--- config.mk ---
export PLATFORM = sky130hd
export DESIGN_NAME = c432_key_loader
export DESIGN_NICKNAME = d
export VERILOG_FILES = /design/src/rtl/c432_key_loader.sv
export SDC_FILE = /design/constraint.sdc
export NUM_CORES = 1
export LEC_CHECK = 0
export ABC_AREA = 1
export CORE_UTILIZATION = 35
export DETAILED_ROUTE_END_ITERATION = 7
export PLACE_DENSITY = 0.63
export SLEW_MARGIN = 30
export SYNTH_ARGS = -nofsm -noshare
export SYNTH_HDL_FRONTEND = slang
export SYNTH_SLANG_ARGS = --single-unit
--- constraint.sdc ---
create_clock -name clk -period 1.2 [get_ports clk]
set_input_delay 0.18 -clock clk [delete_from_list [all_inputs] [get_ports clk]]
set_output_delay 0.18 -clock clk [all_outputs]
set_load 0.005 [all_outputs]
--- src/rtl/c432_key_loader.sv ---
// c432_key_loader
//   Serial key loader for the logic-locked c432 core. Key bits arrive LSB
//   first on key_sdi/key_valid, collect in a shadow register, and reach
//   key_out only when the full load has been committed. Once committed,
//   the key stays locked until rst.
//
//   Optional feature: define C432_KEY_PARITY_EN to require one trailing
//   even-parity bit. A failed check pulses key_err and discards the load.
//
// Ports
//   clk         single clock, rising edge
//   rst         synchronous active-high reset
//   key_start   begin or restart a key load
//   key_sdi     serial key bit, s_0 first
//   key_valid   key_sdi holds a valid bit
//   key_ready   loader accepts a bit this cycle
//   key_out     committed key, bit i drives s_i of the core
//   key_locked  key committed, sticky until rst
//   key_done    one-cycle pulse on commit
//   key_err     one-cycle pulse on a rejected load (0 without parity)

module c432_key_loader #(
  parameter int KEY_W = 12
) (
  input  logic             clk,
  input  logic             rst,
  input  logic             key_start,
  input  logic             key_sdi,
  input  logic             key_valid,
  output logic             key_ready,
  output logic [KEY_W-1:0] key_out,
  output logic             key_locked,
  output logic             key_done,
  output logic             key_err
);

  // Wide enough to hold KEY_W itself, so the count never wraps.
  localparam int CNT_W = $clog2(KEY_W + 1);
  localparam logic [CNT_W-1:0] LAST_IDX = CNT_W'(KEY_W - 1);

  typedef enum logic [2:0] {
    IDLE,
    SHIFT,
    CHK,
    COMMIT,
    LOCKED
  } state_t;

  state_t           state_reg;
  logic [CNT_W-1:0] bit_cnt_reg;
  logic [KEY_W-1:0] shadow_reg;
  logic [KEY_W-1:0] key_out_reg;
  logic             key_locked_reg;
  logic             key_done_reg;
  logic [KEY_W-1:0] shadow_we;
  logic             shift_accept;
  logic             last_bit;

  // key_start wins over a bit presented in the same cycle.
  assign shift_accept = (state_reg == SHIFT) && key_valid && !key_start;
  assign last_bit     = (bit_cnt_reg == LAST_IDX);

  // One-hot write enable: the n-th accepted bit lands in shadow bit n.
  genvar gi;
  generate
    for (gi = 0; gi < KEY_W; gi++) begin : g_shadow_we
      assign shadow_we[gi] = shift_accept && (bit_cnt_reg == CNT_W'(gi));
    end
  endgenerate

`ifdef C432_KEY_PARITY_EN
  logic key_err_reg;
  assign key_ready = (state_reg == SHIFT) || (state_reg == CHK);
  assign key_err   = key_err_reg;
`else
  assign key_ready = (state_reg == SHIFT);
  assign key_err   = 1'b0;
`endif

  assign key_out    = key_out_reg;
  assign key_locked = key_locked_reg;
  assign key_done   = key_done_reg;

  always_ff @(posedge clk) begin
    if (rst) begin
      state_reg      <= IDLE;
      bit_cnt_reg    <= '0;
      shadow_reg     <= '0;
      key_out_reg    <= '0;
      key_locked_reg <= 1'b0;
      key_done_reg   <= 1'b0;
`ifdef C432_KEY_PARITY_EN
      key_err_reg    <= 1'b0;
`endif
    end else begin
      key_done_reg <= 1'b0;
`ifdef C432_KEY_PARITY_EN
      key_err_reg  <= 1'b0;
`endif
      case (state_reg)
        IDLE: begin
          // key_valid alone is ignored here; only key_start opens a load.
          if (key_start) begin
            shadow_reg  <= '0;
            bit_cnt_reg <= '0;
            state_reg   <= SHIFT;
          end
        end

        SHIFT: begin
          if (key_start) begin
            shadow_reg  <= '0;
            bit_cnt_reg <= '0;
          end else if (key_valid) begin
            shadow_reg  <= (shadow_reg & ~shadow_we) |
                           (shadow_we & {KEY_W{key_sdi}});
            bit_cnt_reg <= bit_cnt_reg + 1'b1;
            if (last_bit) begin
`ifdef C432_KEY_PARITY_EN
              state_reg <= CHK;
`else
              state_reg <= COMMIT;
`endif
            end
          end
        end

`ifdef C432_KEY_PARITY_EN
        CHK: begin
          if (key_start) begin
            shadow_reg  <= '0;
            bit_cnt_reg <= '0;
            state_reg   <= SHIFT;
          end else if (key_valid) begin
            // Even parity: key bits plus the parity bit must XOR to 0.
            if ((^shadow_reg) ^ key_sdi) begin
              key_err_reg <= 1'b1;
              shadow_reg  <= '0;
              bit_cnt_reg <= '0;
              state_reg   <= IDLE;
            end else begin
              state_reg <= COMMIT;
            end
          end
        end
`else
        CHK: begin
          state_reg <= IDLE;
        end
`endif

        COMMIT: begin
          // key_start is deliberately not looked at: the commit completes.
          key_out_reg    <= shadow_reg;
          key_locked_reg <= 1'b1;
          key_done_reg   <= 1'b1;
          state_reg      <= LOCKED;
        end

        LOCKED: begin
          state_reg <= LOCKED;
        end

        default: begin
          state_reg <= IDLE;
        end
      endcase
    end
  end

endmodule
### Word level (Yosys, flattened, before mapping)

Index checks and enable logic that the tools add are counted.

| cells by class | value |
|---|---|
| add/sub/neg operators | 1 |
| equal/unequal tests | 19 |
| mux-type cells | 14 |
| reductions and logical operators | 21 |
| bitwise gates (word level) | 4 |

Operators with widths:

| operator | count |
|---|---|
| 2-to-1 mux 12 bit | 3 |
| bitwise AND 12 bit | 2 |
| case mux 12 bit (2 select lines) | 1 |
| equality test 4 x 3 -> 1 bit (second input constant) | 4 |
| equality test 4 bit (second input constant) | 4 |
| logical AND 1 bit | 14 |
| 2-to-1 mux 3 bit | 4 |
| 2-to-1 mux 4 bit | 3 |
| NOT 12 bit | 1 |
| bitwise OR 12 bit | 1 |
| case mux 3 bit (3 select lines) | 1 |
| equality test 4 x 2 -> 1 bit (second input constant) | 2 |
| case mux 4 bit (2 select lines) | 1 |
| != test 2 bit (second input constant) | 3 |
| adder 4 x 1 -> 4 bit (second input constant) | 1 |
| equality test 4 x 1 -> 1 bit (second input constant) | 1 |
| logical NOT 4 bit | 1 |
| AND reduction 4 bit | 1 |
| equality test 3 x 1 -> 1 bit (second input constant) | 1 |
| equality test 3 x 2 -> 1 bit (second input constant) | 1 |
| equality test 3 bit (second input constant) | 1 |
| logical NOT 3 bit | 1 |
| != test 3 bit (second input constant) | 1 |
| AND reduction 3 bit | 1 |
| other kinds (5) | 5 |

| storage, ports and cells | value |
|---|---|
| flip-flop bits (word level) | 33 |
| output and inout bits | 16 |
| word-level logic and storage cells | 65 |
| bits of input ports | 5 |

### Longest topological paths before layout

| depth | value |
|---|---|
| depth in word-level cells | 10 |
| mapped depth | 9 |
| gate-level depth less buffers | 8 |

### Worst setup path before layout

Ideal clock, no wire load.

| timing | value |
|---|---|
| path type | register to register |
| start | register bit_cnt_reg[0] |
| end | register shadow_reg[11] |
| data required time | 1076 ps |
| arrival time | 1027 ps |
| slack | 49 ps |
| library setup time | 124 ps |
| buffers on the path | 0 |
| stages on the path, launching flop included | 9 |
| cell sequence | dfxtp_1 -> ha_1 -> nand2_1 -> nor2_1 -> inv_2 -> nand2_1 -> nand2_1 -> nand2_1 -> a21oi_1 |

| on the way | value |
|---|---|
| longest elaborated chain between the ends | 8 |
| elaborated cells between the ends (all ways) | 9 |

RTL lines:

| element | line | text |
|---|---|---|
| start, declared | 50 | `logic [CNT_W-1:0] bit_cnt_reg;` |
| start signal, assigned | 117 | `bit_cnt_reg <= bit_cnt_reg + 1'b1;` |
| equality test 4 bit * | 67 | `assign shadow_we[gi] = shift_accept && (bit_cnt_reg == CNT_W'(gi));` |
| logical AND 1 bit * | 67 |  |
| NOT 12 bit | 115 | `shadow_reg <= (shadow_reg & ~shadow_we) \|` |
| bitwise AND 12 bit | 115 |  |
| bitwise OR 12 bit * | 115 |  |
| 2-to-1 mux 12 bit * | 114 | `end else if (key_valid) begin` |
| 2-to-1 mux 12 bit * | 111 | `if (key_start) begin` |
| case mux 12 bit (2 select lines) * | 100 | `case (state_reg)` |
| end signal, assigned | 115 |  |
| end, declared | 51 | `logic [KEY_W-1:0] shadow_reg;` |

Mark *: on every way between the ends. The rest lies on a longest branch, timed or not. The select of a mux whose other input is x is not followed.
A chain may end at the register's enable or synchronous reset.

### Worst setup path after layout

| timing | value |
|---|---|
| start | register bit_cnt_reg[0] |
| end | register shadow_reg[5] |

| on the way | value |
|---|---|
| longest elaborated chain between the ends | 8 |
| elaborated cells between the ends (all ways) | 9 |

RTL lines:

| element | line |
|---|---|
| equality test 4 x 3 -> 1 bit * | 67 |
| logical AND 1 bit * | 67 |
| NOT 12 bit | 115 |
| bitwise AND 12 bit | 115 |
| bitwise OR 12 bit * | 115 |
| 2-to-1 mux 12 bit * | 114 |
| 2-to-1 mux 12 bit * | 111 |
| case mux 12 bit (2 select lines) * | 100 |

Marked as above.

==> qor.yml <==
worst_hold_path:
  hold_path_depth: 2
  holdCritPathClass: "reg2reg"
setup_path:
  critPathMaxFanout: 4
  end_kind: "flop"
  critPathKind: "reg2reg"
  critPathRequiredTime_ns: 1.38
  start_kind: "flop"
  r2r_cells: 7
  reg2reg_slack_ns: 0.03
  worstPathArrival_ns: 1.35
global_routing:
  track_usage_pct: 14.8
  grt.overflow.total: 0
  grt_pass1_vias: 1230
  grt_max_degree: 15
  antenna_found_initial: 0
  grt_pass1_wl_um: 5710
cells_and_area:
  syn_to_final_growth_pct: 36.5
  final_cell_mix: "nand2_1, nor2_1, dfxtp_1"
  fin_area_mm2: 0.00215
  num_antenna_cells: 0
  n_fill_cell: 411
  layout.nets: 252
  drive_gt1_share_pct: 39.3
  layout_commonest_cell: "nand2_1"
yosys:
  synth_top_cell_area_share_pct: 41.9
  synth_nets: 218
  yosys_warnings: 0
  synthTopCellsByArea: "dfxtp_1, nand2_1, nor2_1, a21oi_2, nand2_2"
  syn_avg_cell_area_um2: 7.55
  synth_cell_types: 28
  ys_seq_area_share_pct: 41.9
  ys_seq_elements: 33
  synthCells: 209
  yosysTopAreaCell: "dfxtp_1"
  syn_area_mm2: 0.00158
job:
  drv_cap: 0
die:
  num_io_pins: 21
  die_area_mm2: 0.00478
  num_rows: 24
  coreArea_mm2: 0.00435
  die_y_um: 69.1
  start_util_pct: 36.2
  die_w_um: 69.1
clock_tree:
  cts_hold_buf: 0
  cts_buffers: 5
  clk_latency_ns: 0.29
  htree_levels: 2
  path_clk_slew_ns: 0.07
  cts_buffer_depth: 2
  cts_sinks: 33
  tritoncts: "yes"
  clock-root-buffer: "clkbuf_8"
drt:
  ant_nets: 0
  dr.pass1.iters: 4
  num_vias: 1389
  wl_um: 3330
  drc: 0
  viasPerCell: 4.69
  wl_per_cell_um: 11.2
  drt-initial-drc-count: 94
sta:
  setup_tns_ns: 0
  timing.fmax_ghz: 0.853
  fin_ws_ns: 0.0270
  hold_viol: 0
  grt_setup_unrepaired: "true"
  layout_min_cycle_time_ns: 1.17
  slew_violations: 0
  finalSetupViolCount: 0
  fin_skew_ns: 0.00756
  fin_crit_sh_pct: 97.7
power_and_ir_drop:
  power.density_mw_per_mm2: 1170
  p_leak_uw: 0.000844
  peakVddDrop_mv: 0.449
status:
  status: "finished, final reports clean"
placement:
  numPortBuffers: 19
  dp_hpwl_um: 2300
  gp_congestion: 0.773
  dpl-instance-area_mm2: 0.00191
  preCtsSetupSlack_ns: -0.220
-- logic make-up after synthesis --
kind of cell	after synthesis	synth area share, %
flops	33	41.9
buf+inv	25	7.85
other cells	1	0.238
fa+ha+maj	4	3.17
compound gates	39	14.9
simple gates	106	31.4
xor+xnor	1	0.555
-- worst max-delay path, cell delays in order, from the launching register on --
cell     delay [ns]
dfxtp_4        0.38
buf_4          0.12
ha_2           0.20
nand3_2        0.09
nand2_1        0.08
o21ai_1        0.07
nand2_2        0.08
a21oi_2        0.04
-- per-stage QoR --
step | power [uW] | instances | util (%) | hold WS (ns)
finish | 2530 | 296 | 49.5 | 0.465
global route | 2620 | 296 | 49.5 | 0.502
CTS | 2540 | 295 | 47.4 | 0.470
detailed placement | 1290 | 286 | 43.9 | 0.458
global placement | 1290 | 286 | 43.9 | 0.458
floorplan | 1230 | 209 | - | 0.251
-- Yosys cell counts --
master,number
nand2_2,11
ha_1,4
dfxtp_1,33
buf_2,5
o21ai_0,10
inv_2,7
conb_1,1
nor3_1,1
nand3_4,1
a211oi_1,1
a21oi_2,10
nor3_2,1
nand4_1,2
nor2_2,2
xor2_1,1
buf_12,1
a21oi_1,5
nor2_1,37
nand2_1,42
clkbuf_1,2
buf_4,2
inv_1,7
o21ai_1,13
nand3_2,1
nor2_8,1
clkinv_1,1
nand3_1,6
nor4_2,1
-- report_power, final --
group	switching, uW	internal [uW]
Clock	419	825
Sequential	7.37	1090
Combinational	108	78.7
-- layout make-up --
class	instances	area (um2)	share of cell area (%)
clock buffer	5	68.8	3.20
clock inverter	3	65.1	3.02
inverter	15	56.3	2.61
multi-input combinational	151	872	40.5
sequential	33	687	31.9
tap	52	65.1	3.02
timing repair buffer	37	339	15.7
-- routing by layer --
metal,wire (um),vias up,track usage [%]
li1,-,735,-
met1,1660,621,19.5
met2,1480,24,21.8
met3,96,9,3.95
met4,89,0,8.62
met5,0,-,0
-- final timing paths --
check,from,to
max,bit_cnt_reg[0],shadow_reg[5]
min reg2reg,key_locked,key_locked
min,key_locked,key_locked
max reg2reg,bit_cnt_reg[0],shadow_reg[5]
-- repair_timing --
action	4_1_cts	5_1_grt
setup buffers	1	1
gates resized for setup	30	35
endpoints found under the setup margin	25	18
pin swaps	0	7
No activity file was read; power rests on OpenSTA's default activity.
